`config.mk`:
```
export PLATFORM = sky130hd
export DESIGN_NAME = next_pc_unit
export DESIGN_NICKNAME = d
export VERILOG_FILES = /design/src/rtl/cpu_pkg.sv /design/src/rtl/pc_target_calc.sv /design/src/rtl/next_pc_unit.sv
export SDC_FILE = /design/constraint.sdc
export NUM_CORES = 1
export LEC_CHECK = 0
export BUFFER_PORTS_ARGS = -buffer_cell sky130_fd_sc_hd__buf_2
export CELL_PAD_IN_SITES_DETAIL_PLACEMENT = 0
export CELL_PAD_IN_SITES_GLOBAL_PLACEMENT = 1
export CORE_MARGIN = 2
export CORE_UTILIZATION = 42
export DETAILED_ROUTE_END_ITERATION = 8
export PLACE_DENSITY_LB_ADDON = 0.15
export SLEW_MARGIN = 10
export SYNTH_ARGS = -nofsm -noshare
export SYNTH_HDL_FRONTEND = slang
export SYNTH_HIERARCHICAL = 1
export SYNTH_SLANG_ARGS = --single-unit
```
`constraint.sdc`:
```
create_clock -name clk -period 5.55 [get_ports clk]
set_input_delay 0 -clock clk [delete_from_list [all_inputs] [get_ports clk]]
set_output_delay 0 -clock clk [all_outputs]
set_load 0.03 [all_outputs]
```
`src/rtl/cpu_pkg.sv`:
```
// Shared CPU definitions: branch-control select encoding, fetch FSM states, datapath width.
package cpu_pkg;

    localparam int XLEN = 32;

    // Branch_Control select encoding, shared with the branch control unit in EX.
    localparam logic [1:0] BC_PC4 = 2'd0;
    localparam logic [1:0] BC_IMM = 2'd1;
    localparam logic [1:0] BC_ALU = 2'd2;

    typedef enum logic [1:0] {
        BOOT  = 2'd0,
        FETCH = 2'd1,
        DRAIN = 2'd2
    } fetch_state_t;

endpackage

```
`src/rtl/pc_target_calc.sv`:
```
// Redirect target selection: branch/JALR target mux, JALR LSB clear,
// alignment check and trap-vector substitution.
module pc_target_calc
    import cpu_pkg::*;
#(
    parameter logic [XLEN-1:0] TRAP_VECTOR = 32'h0000_0100
) (
    input  logic [1:0]      Branch_Control,
    input  logic [XLEN-1:0] branch_pc,
    input  logic [XLEN-1:0] imm,
    input  logic [XLEN-1:0] alu_result,
    output logic            redirect,
    output logic [XLEN-1:0] raw_target,
    output logic [XLEN-1:0] target,
    output logic            misaligned
);

    // Select the raw target; reserved code 3 behaves as sequential (no redirect).
    always_comb begin
        redirect   = 1'b0;
        raw_target = '0;
        case (Branch_Control)
            BC_IMM: begin
                redirect   = 1'b1;
                raw_target = branch_pc + imm;
            end
            BC_ALU: begin
                redirect   = 1'b1;
                raw_target = alu_result & {{(XLEN-1){1'b1}}, 1'b0};
            end
            default: ;
        endcase
        misaligned = redirect && (raw_target[1:0] != 2'b00);
        target     = misaligned ? TRAP_VECTOR : raw_target;
    end

endmodule

```
`src/rtl/next_pc_unit.sv`:
```
// IF-stage program counter and fetch-request controller. Streams sequential
// fetches, holds on stall, redirects on taken branches/jumps, and drains an
// in-flight fetch before switching to a redirect target.
module next_pc_unit
    import cpu_pkg::*;
#(
    parameter logic [XLEN-1:0] RESET_VECTOR = 32'h0000_0000,
    parameter logic [XLEN-1:0] TRAP_VECTOR  = 32'h0000_0100
) (
    input  logic            clk,
    input  logic            rst,
    input  logic [1:0]      Branch_Control,
    input  logic [XLEN-1:0] branch_pc,
    input  logic [XLEN-1:0] imm,
    input  logic [XLEN-1:0] alu_result,
    input  logic            stall,
    input  logic            imem_ready,
    output logic            imem_req,
    output logic [XLEN-1:0] imem_addr,
    output logic            instr_valid,
    output logic [XLEN-1:0] fetch_pc,
    output logic            flush,
    output logic            misaligned_exc,
    output logic [XLEN-1:0] misaligned_addr
);

    fetch_state_t    state;
    logic [XLEN-1:0] pc;
    logic [XLEN-1:0] pending;
    logic [XLEN-1:0] mis_addr_q;

    logic            redirect;
    logic            misaligned;
    logic [XLEN-1:0] raw_target;
    logic [XLEN-1:0] target;
    logic            active;

    pc_target_calc #(
        .TRAP_VECTOR(TRAP_VECTOR)
    ) u_target (
        .Branch_Control(Branch_Control),
        .branch_pc     (branch_pc),
        .imm           (imm),
        .alu_result    (alu_result),
        .redirect      (redirect),
        .raw_target    (raw_target),
        .target        (target),
        .misaligned    (misaligned)
    );

    // A redirect only counts once a fetch stream exists (FETCH or DRAIN).
    assign active          = !rst && (state != BOOT);
    assign imem_req        = active;
    // pc is not advanced while draining, so the in-flight address stays put.
    assign imem_addr       = pc;
    assign flush           = active && redirect;
    assign misaligned_exc  = flush && misaligned;
    assign misaligned_addr = misaligned_exc ? raw_target : mis_addr_q;
    // Redirect kills the delivered word, so valid and flush never coincide.
    assign instr_valid     = !rst && (state == FETCH) && imem_ready && !stall && !redirect;
    assign fetch_pc        = instr_valid ? pc : '0;

    // Fetch FSM, PC register, pending redirect target and exception address.
    always_ff @(posedge clk) begin
        if (rst) begin
            state      <= BOOT;
            pc         <= RESET_VECTOR;
            pending    <= '0;
            mis_addr_q <= '0;
        end else begin
            if (misaligned_exc)
                mis_addr_q <= raw_target;
            case (state)
                BOOT: begin
                    pc    <= RESET_VECTOR;
                    state <= FETCH;
                end
                FETCH: begin
                    if (redirect) begin
                        if (imem_ready) begin
                            pc <= target;
                        end else begin
                            pending <= target;
                            state   <= DRAIN;
                        end
                    end else if (imem_ready && !stall) begin
                        pc <= pc + XLEN'(4);
                    end
                end
                DRAIN: begin
                    // Latest redirect wins; the drained word is discarded.
                    if (redirect)
                        pending <= target;
                    if (imem_ready) begin
                        pc    <= redirect ? target : pending;
                        state <= FETCH;
                    end
                end
                default: state <= BOOT;
            endcase
        end
    end

endmodule

```
==> results of run 1 <==
[layer usage]
metal,routed length [um],part of all wire,vias to the layer above
li1,-,-,3999
met4,355,0.014,0
met2,11110,0.45,267
met5,0,0,-
met3,1386,0.056,24
met1,11850,0.48,3655
[synthesized netlist by cell type (4+ instances only)]
master | count | share of area
nand2_1 | 145 | 0.070
a21oi_1 | 99 | 0.064
dfxtp_1 | 98 | 0.25
nor2_1 | 55 | 0.027
and2_1 | 52 | 0.042
clkbuf_1 | 52 | 0.025
ha_1 | 40 | 0.064
o21ai_0 | 40 | 0.026
nor2b_1 | 38 | 0.031
nand3_1 | 33 | 0.021
xnor2_1 | 29 | 0.033
mux2_1 | 27 | 0.039
inv_1 | 20 | 0.0096
mux2i_1 | 20 | 0.026
nand4_1 | 19 | 0.015
a22o_1 | 17 | 0.019
nor3_1 | 16 | 0.010
a22oi_1 | 14 | 0.013
a21o_1 | 13 | 0.013
buf_2 | 13 | 0.0084
a31oi_1 | 12 | 0.0096
xor2_1 | 11 | 0.012
nand2b_1 | 9 | 0.0072
nor4_1 | 9 | 0.0072
or4_1 | 9 | 0.0087
o211ai_1 | 8 | 0.0077
a221oi_1 | 7 | 0.0079
and3_1 | 7 | 0.0056
mux2_2 | 7 | 0.010
a221o_1 | 6 | 0.0077
buf_4 | 6 | 0.0058
o21ai_1 | 6 | 0.0039
o21bai_1 | 6 | 0.0058
or3_1 | 6 | 0.0048
o21a_1 | 5 | 0.0048
o22ai_1 | 5 | 0.0040
or2_2 | 5 | 0.0040
o2bb2ai_1 | 4 | 0.0045
o31a_1 | 4 | 0.0045
[logic make-up (layout without fill, tap and decap cells)]
| logic type | after synthesis | in the layout | share of synthesized area |
|---|---|---|---|
| flops | 98 | 98 | 0.2518 |
| mux | 54 | 54 | 0.07485 |
| simple gates | 418 | 418 | 0.2719 |
| compound gates | 283 | 283 | 0.2398 |
| other cells | 1 | 2 | 0.0004814 |
| xor+xnor | 40 | 40 | 0.04497 |
| fa+ha+maj | 41 | 41 | 0.06682 |
| buf+inv | 92 | 246 | 0.04931 |
[state kept, by name, summed over array words and instances, names as in the netlist]
signal      count
imem_addr      32
mis_addr_q     32
pending        32
state           2
[report_power, final]
part	switching, mW	internal [mW]	total [mW]
Clock	0.274	0.392	0.666
Combinational	0.578	0.277	0.855
Sequential	0.0395	0.736	0.775
Total	0.892	1.40	2.30
[layout make-up]
cell class                      instances  area (sq um)  share of cell area
Inverter                               20         75.07            0.008184
Tap cell                              229         286.5             0.03124
Clock inverter                          5         80.08            0.008730
Clock buffer                           10         229.0             0.02496
Sequential cell                        98          1962              0.2139
Multi-Input combinational cell        838          5456              0.5949
Timing Repair Buffer                  211          1084              0.1181
[final timing paths]
kind,from,to
worst max-delay path,branch_pc[0],imem_addr[30]
worst min-delay path,alu_result[26],pending[26]
worst max register to register,state[0],imem_addr[31]
worst min register to register,pending[21],pending[21]
[per-stage QoR]
step	util	hold slack, ns	area (sq um)	setup WS, ns	total power [mW]
after global placement	0.4901	0.4372	8864	2.031	1.638
after floorplan	-	0.2630	7794	2.632	1.381
after CTS	0.5072	0.07794	9173	2.323	2.305
final	0.5072	0.08772	9173	2.348	2.296
after global routing	0.5072	0.08356	9173	2.095	2.421
after detailed placement	0.4901	0.4440	8864	1.996	1.639
[critical path, delay by kind of cell]
family	cells	cell delay, ns
AOI/OAI and AO/OA	4	1.10
adders and majority gates	2	0.65
buffers and inverters	3	0.38
muxes	1	0.09
and+or+nand+nor	4	1.27
==> results.tsv, run 1 <==
metric	value	unit
dp_cells	1396	
layout_commonest_cell	buf_2	
clkTransAtPathRegs	0.07	ns
clk_path_buf_depth	2	
worst-setup-path-type	input port to register	
dp.final_hpwl	18680	um
worst_slew_pin_slew	1.105	ns
grt_antenna_before_repair	0	
clk_latency	0.34	ns
rsz0062_at_grt	false	
root_buffer	clkbuf_16	
die_h	140.2	um
track_usage	0.2444	
cp.arrival	3.49	ns
layout-drive-gt1-share	0.2140	
top_usage_layer	met2	
htreeDepth	3	
cts_sinks	98	
final_cell_mix	200 x buf_2, 145 x nand2_1, 99 x a21oi_1	
ys_seq_elements	98	
nFillCells	1871	
place_congestion	0.9015	
grt_pass1_vias	7320	
p_leak	4.012	nW
ys_seq_area_frac	0.2518	
min_path_cells	5	
clock_skew	0.009284	ns
core-area	18090	sq um
ir_drop	0.0001540	V
drtPass1Iterations	5	
cp_common_cell	inv_1	
drcViolationCount	0	
drt_wl_total	24710	um
synth_top_flop_cell	dfxtp_1	
post-cts-setup-buffers	0	
dieWidth	140.2	um
drt-initial-drc-count	563	
slew_violations	0	
ys_async_sr_fraction	0	
fin_nets	1321	
grt_remaining_overflow	0	
crit_required	5.84	ns
max_stage_delay	0.52	ns
fin_crit_sh	0.5770	
grt_use_met1	0.3530	
grt_pass1_wl	38980	um
period_minus_slack	3.202	ns
worstSetupStartpointType	input port	
die_area	19650	sq um
area_delta_synth_final	17.75	%
synth.cell_area	7790	sq um
synth_edf_count	0	
cp_slowest_cell	a21boi_1	
drv_cap	0	
via_per_inst	5.631	
final-setup-viol-count	0	
synth_warnings	6	
dr_total_vias	7945	
hold_path_class	input port to register	
post_cts_resized	0	
io_buffers	200	
rows	49	
syn-instance-count	1027	
ff2ff_path_depth	7	
fin_setup_tns	0	ns
max-slew-margin-rel	0.2630	
hold_viol	0	
start_util	0.4307	
ant_nets	0	
top_level_ports	202	
grt_max_degree	97	
grtUsageMet2	0.3934	
maxClockFrequency	0.3123	GHz
use_met3	0.02085	
p_per_area	250.3	nW/um^2
cts_hold_buffers	0	
post_drt_wl_per_cell	17.51	um
cts_tree	done	
endpoint_kind	register	
cts_made_buffers	9	
status	finished, final reports clean	
syn_area_per_cell	7.585	sq um
r2r_slack	2.71	ns
post_layout_nonfiller_instances	1411	
diodes	0	
synthDistinctLibCells	76	
path_cells	buf_2 > ha_1 > inv_1 > fa_1 > nand2b_1 > a21boi_1 > or2_2 > inv_1 > nor2_1 > a32o_1 > mux2i_1 > or4_1 > a21oi_1 > a221o_1	
crit_fanout	13	
Note: power is estimated with default switching activity, not from simulation.
==> run 2: changes to the inputs <==
ABC_AREA = 1   (was unset)
CORE_UTILIZATION = 38   (was 42)
clock period = 3.1 ns   (was 5.55 ns; I/O delays follow)
==> results.tsv, run 2 <==
metric	value	unit	change
synthXorXnorAreaFrac	0.005549		-0.03942
drcViolationCount	0		unchanged
rr_startpoint	state[1]		
ff2ff_path_depth	10		+3
critPathBufInv	5		+2
grt_antenna_before_repair	0		unchanged
worst-path-stages	9		-5
worstSetupStartpointType	register		
clock_skew	0.01291	ns	+0.003622 ns
worstHoldStart	alu_result[16]		
cp_slowest_cell	inv_1		
layout_commonest_cell	nand2_1		
dieWidth	161.9	um	+15%
fin_area	11020	sq um	+20%
track_usage	0.2311		-0.01325
root_buffer	clkbuf_16		
cp.arrival	2.66	ns	-0.83 ns
cts_sinks	98		unchanged
max_stage_delay	0.70	ns	+0.18 ns
post_cts_resized	0		unchanged
layout-drive-gt1-share	0.1993		-0.01470
seq_area	1962	sq um	unchanged
cp-startpoint	state[1]		
rsz0062_at_grt	false		
crit_fanout	32		+19
post_drt_wl_per_cell	13.89	um	-21%
fin_nets	1979		+50%
fin_crit_sh	0.8580		
worst_slew_pin_slew	1.036	ns	-0.06969 ns
top_level_ports	202		unchanged
status	finished, final reports clean		
ir_drop	0.0004273	V	+180%
yosys.area.top_type_share	0.2081		-0.04376
post_dp_cell_area	10690	sq um	+21%
cp_common_cell	inv_1		
dr_total_vias	10420		+31%
drt_wl_total	30070	um	+22%
place_congestion	0.8628		-4.3%
syn_area_per_cell	5.654	sq um	-25%
finalWorstSetupSlack	0.4402	ns	-1.907 ns
start_util	0.3883		-0.04244
hold_path_class	input port to register		
clkTransAtPathRegs	0.08	ns	about the same
synth_warnings	6		unchanged
drv_cap	0		unchanged
synthDistinctLibCells	44		-42%
endpoint_kind	output port		
die_h	161.9	um	+15%
io_buffers	200		unchanged
cts_tree	done		
synthTopCellsByCount	525 x nand2_1, 262 x inv_1, 195 x a21oi_1		
ys_seq_elements	98		unchanged
hold_viol	0		unchanged
worst-setup-path-type	register to output port		
p_per_area	457.8	nW/um^2	+83%
grt_pass1_vias	9568		+31%
crit_required	3.10	ns	-2.74 ns
synth_top_flop_cell	dfxtp_1		
period_minus_slack	2.660	ns	
synth.cell_area	9470	sq um	+22%
synth_simple_gate_area_frac	0.3944		+0.1224
crit_end	fetch_pc[30]		
final_cell_mix	525 x nand2_1, 261 x inv_1, 200 x buf_2		
utilization	0.4518		-0.05538
htreeDepth	3		unchanged
reg2reg_to	imem_addr[9]		
max-slew-margin-rel	0.3087		+0.04570
synth-compound-area-share	0.1893		-0.05048
clk_latency	0.35	ns	about the same
r2r_slack	0.79	ns	-1.92 ns
die_area	26200	sq um	+33%
fin_setup_tns	0	ns	unchanged
syn-instance-count	1675		+63%
area_delta_synth_final	16.36	%	
synth_top_family_by_area	simple AND/OR/NAND/NOR gates		
cts_made_buffers	9		unchanged
cts_hold_buffers	0		unchanged
maxClockFrequency	0.3760	GHz	
drtPass1Iterations	5		unchanged
synth_edf_count	0		unchanged
post-cts-setup-buffers	0		unchanged
grt_max_degree	98		+1.0%
power.total	5.045	mW	+120%
critical_path.top_delay_family	buffers and inverters		
via_per_inst	4.814		-15%
core-area	24390	sq um	+35%
yosysTopAreaCell	nand2_1		
synthMuxAreaShare	0		-0.07485
ys_async_sr_fraction	0		unchanged
synthTopCellsByArea	nand2_1 21%, dfxtp_1 21%, inv_1 10%		
synth_adder_area_share	0.05496		-0.01186
yosysMostFrequentCell	nand2_1		
diodes	0		unchanged
ant_nets	0		unchanged
grt_remaining_overflow	0		unchanged
clk_path_buf_depth	2		unchanged
dp.final_hpwl	23610	um	+26%
pre_cts_ws	0.4801	ns	-1.516 ns
rows	57		+16%
slew_violations	0		unchanged
nFillCells	2798		+50%
multiInputGateArea	6116	sq um	+12%
final-setup-viol-count	0		unchanged
grt_pass1_wl	49300	um	+26%
path_cells	inv_1 > ha_1 > inv_2 > nor2_4 > inv_1 > nor3_1 > inv_1 > nor2_1 > buf_2		
p_leak	5.620	nW	+40%
drt-initial-drc-count	627		+11%
ys_seq_area_frac	0.2072		-0.04469
## run 2: changes by cell type after synthesis, sizes merged, moves of 24 or more
cell	before	now
nand2	146	557
inv	20	280
a21oi	100	209
nor2	55	159
and2	52	2
nand3	33	75
nor2b	38	0
mux2	34	0
or2	6	36
a211oi	4	33
xnor2	29	1
o21ai	49	73
## run 2: logic make-up (layout without fill, tap and decap cells)
kind of cell	count (synthesis)	in the layout
simple gates	853	853
buf+inv	351	516
compound gates	325	325
flops	98	98
fa+ha+maj	41	41
xor+xnor	6	6
other cells	1	2
## run 2: worst min path at each step
| stage | endpoint | slack (ns) | cells after the start |
|---|---|---|---|
| floorplan | flush | 0.07 | 1 |
| global placement | instr_valid | 0.44 | 4 |
| detailed placement | instr_valid | 0.43 | 4 |
| CTS | mis_addr_q[16] | 0.08 | 5 |
| global route | mis_addr_q[16] | 0.14 | 5 |
| finish | mis_addr_q[16] | 0.09 | 5 |
## run 2: where the power goes
group	switching (mW)	internal (mW)
Combinational	1.56	0.648
Clock	0.528	0.714
Sequential	0.115	1.48
Total	2.21	2.84
## run 2: final cells by class
class,count,share of cell area
Sequential cell,98,0.1780
Clock buffer,9,0.02044
Multi-Input combinational cell,1227,0.5550
Tap cell,324,0.03679
Timing Repair Buffer,219,0.1049
Clock inverter,7,0.009084
Inverter,281,0.09572
## run 2: routing by layer
layer	track usage	vias to the layer above	part of all wire
met4	0.03862	0	0.014
met1	0.3240	4647	0.49
met2	0.3870	211	0.45
li1	-	5538	-
met5	0	-	0
met3	0.02681	26	0.038
## run 2: per-stage QoR
step | hold slack, ns | cells
6_report | 0.08654 | 2165
3_5_place_dp | 0.4302 | 2149
3_3_place_gp | 0.4355 | 2149
2_1_floorplan | 0.07158 | 1676
5_1_grt | 0.1412 | 2165
4_1_cts | 0.07738 | 2165
## run 2: worst reg2reg max path, delay by kind of cell (launching register included)
kind | cells | cell delay (ns)
buffers and inverters | 3 | 0.78
AOI/OAI and AO/OA | 3 | 0.44
and+or+nand+nor | 3 | 0.42
DFF | 1 | 0.38
adders and majority gates | 1 | 0.21
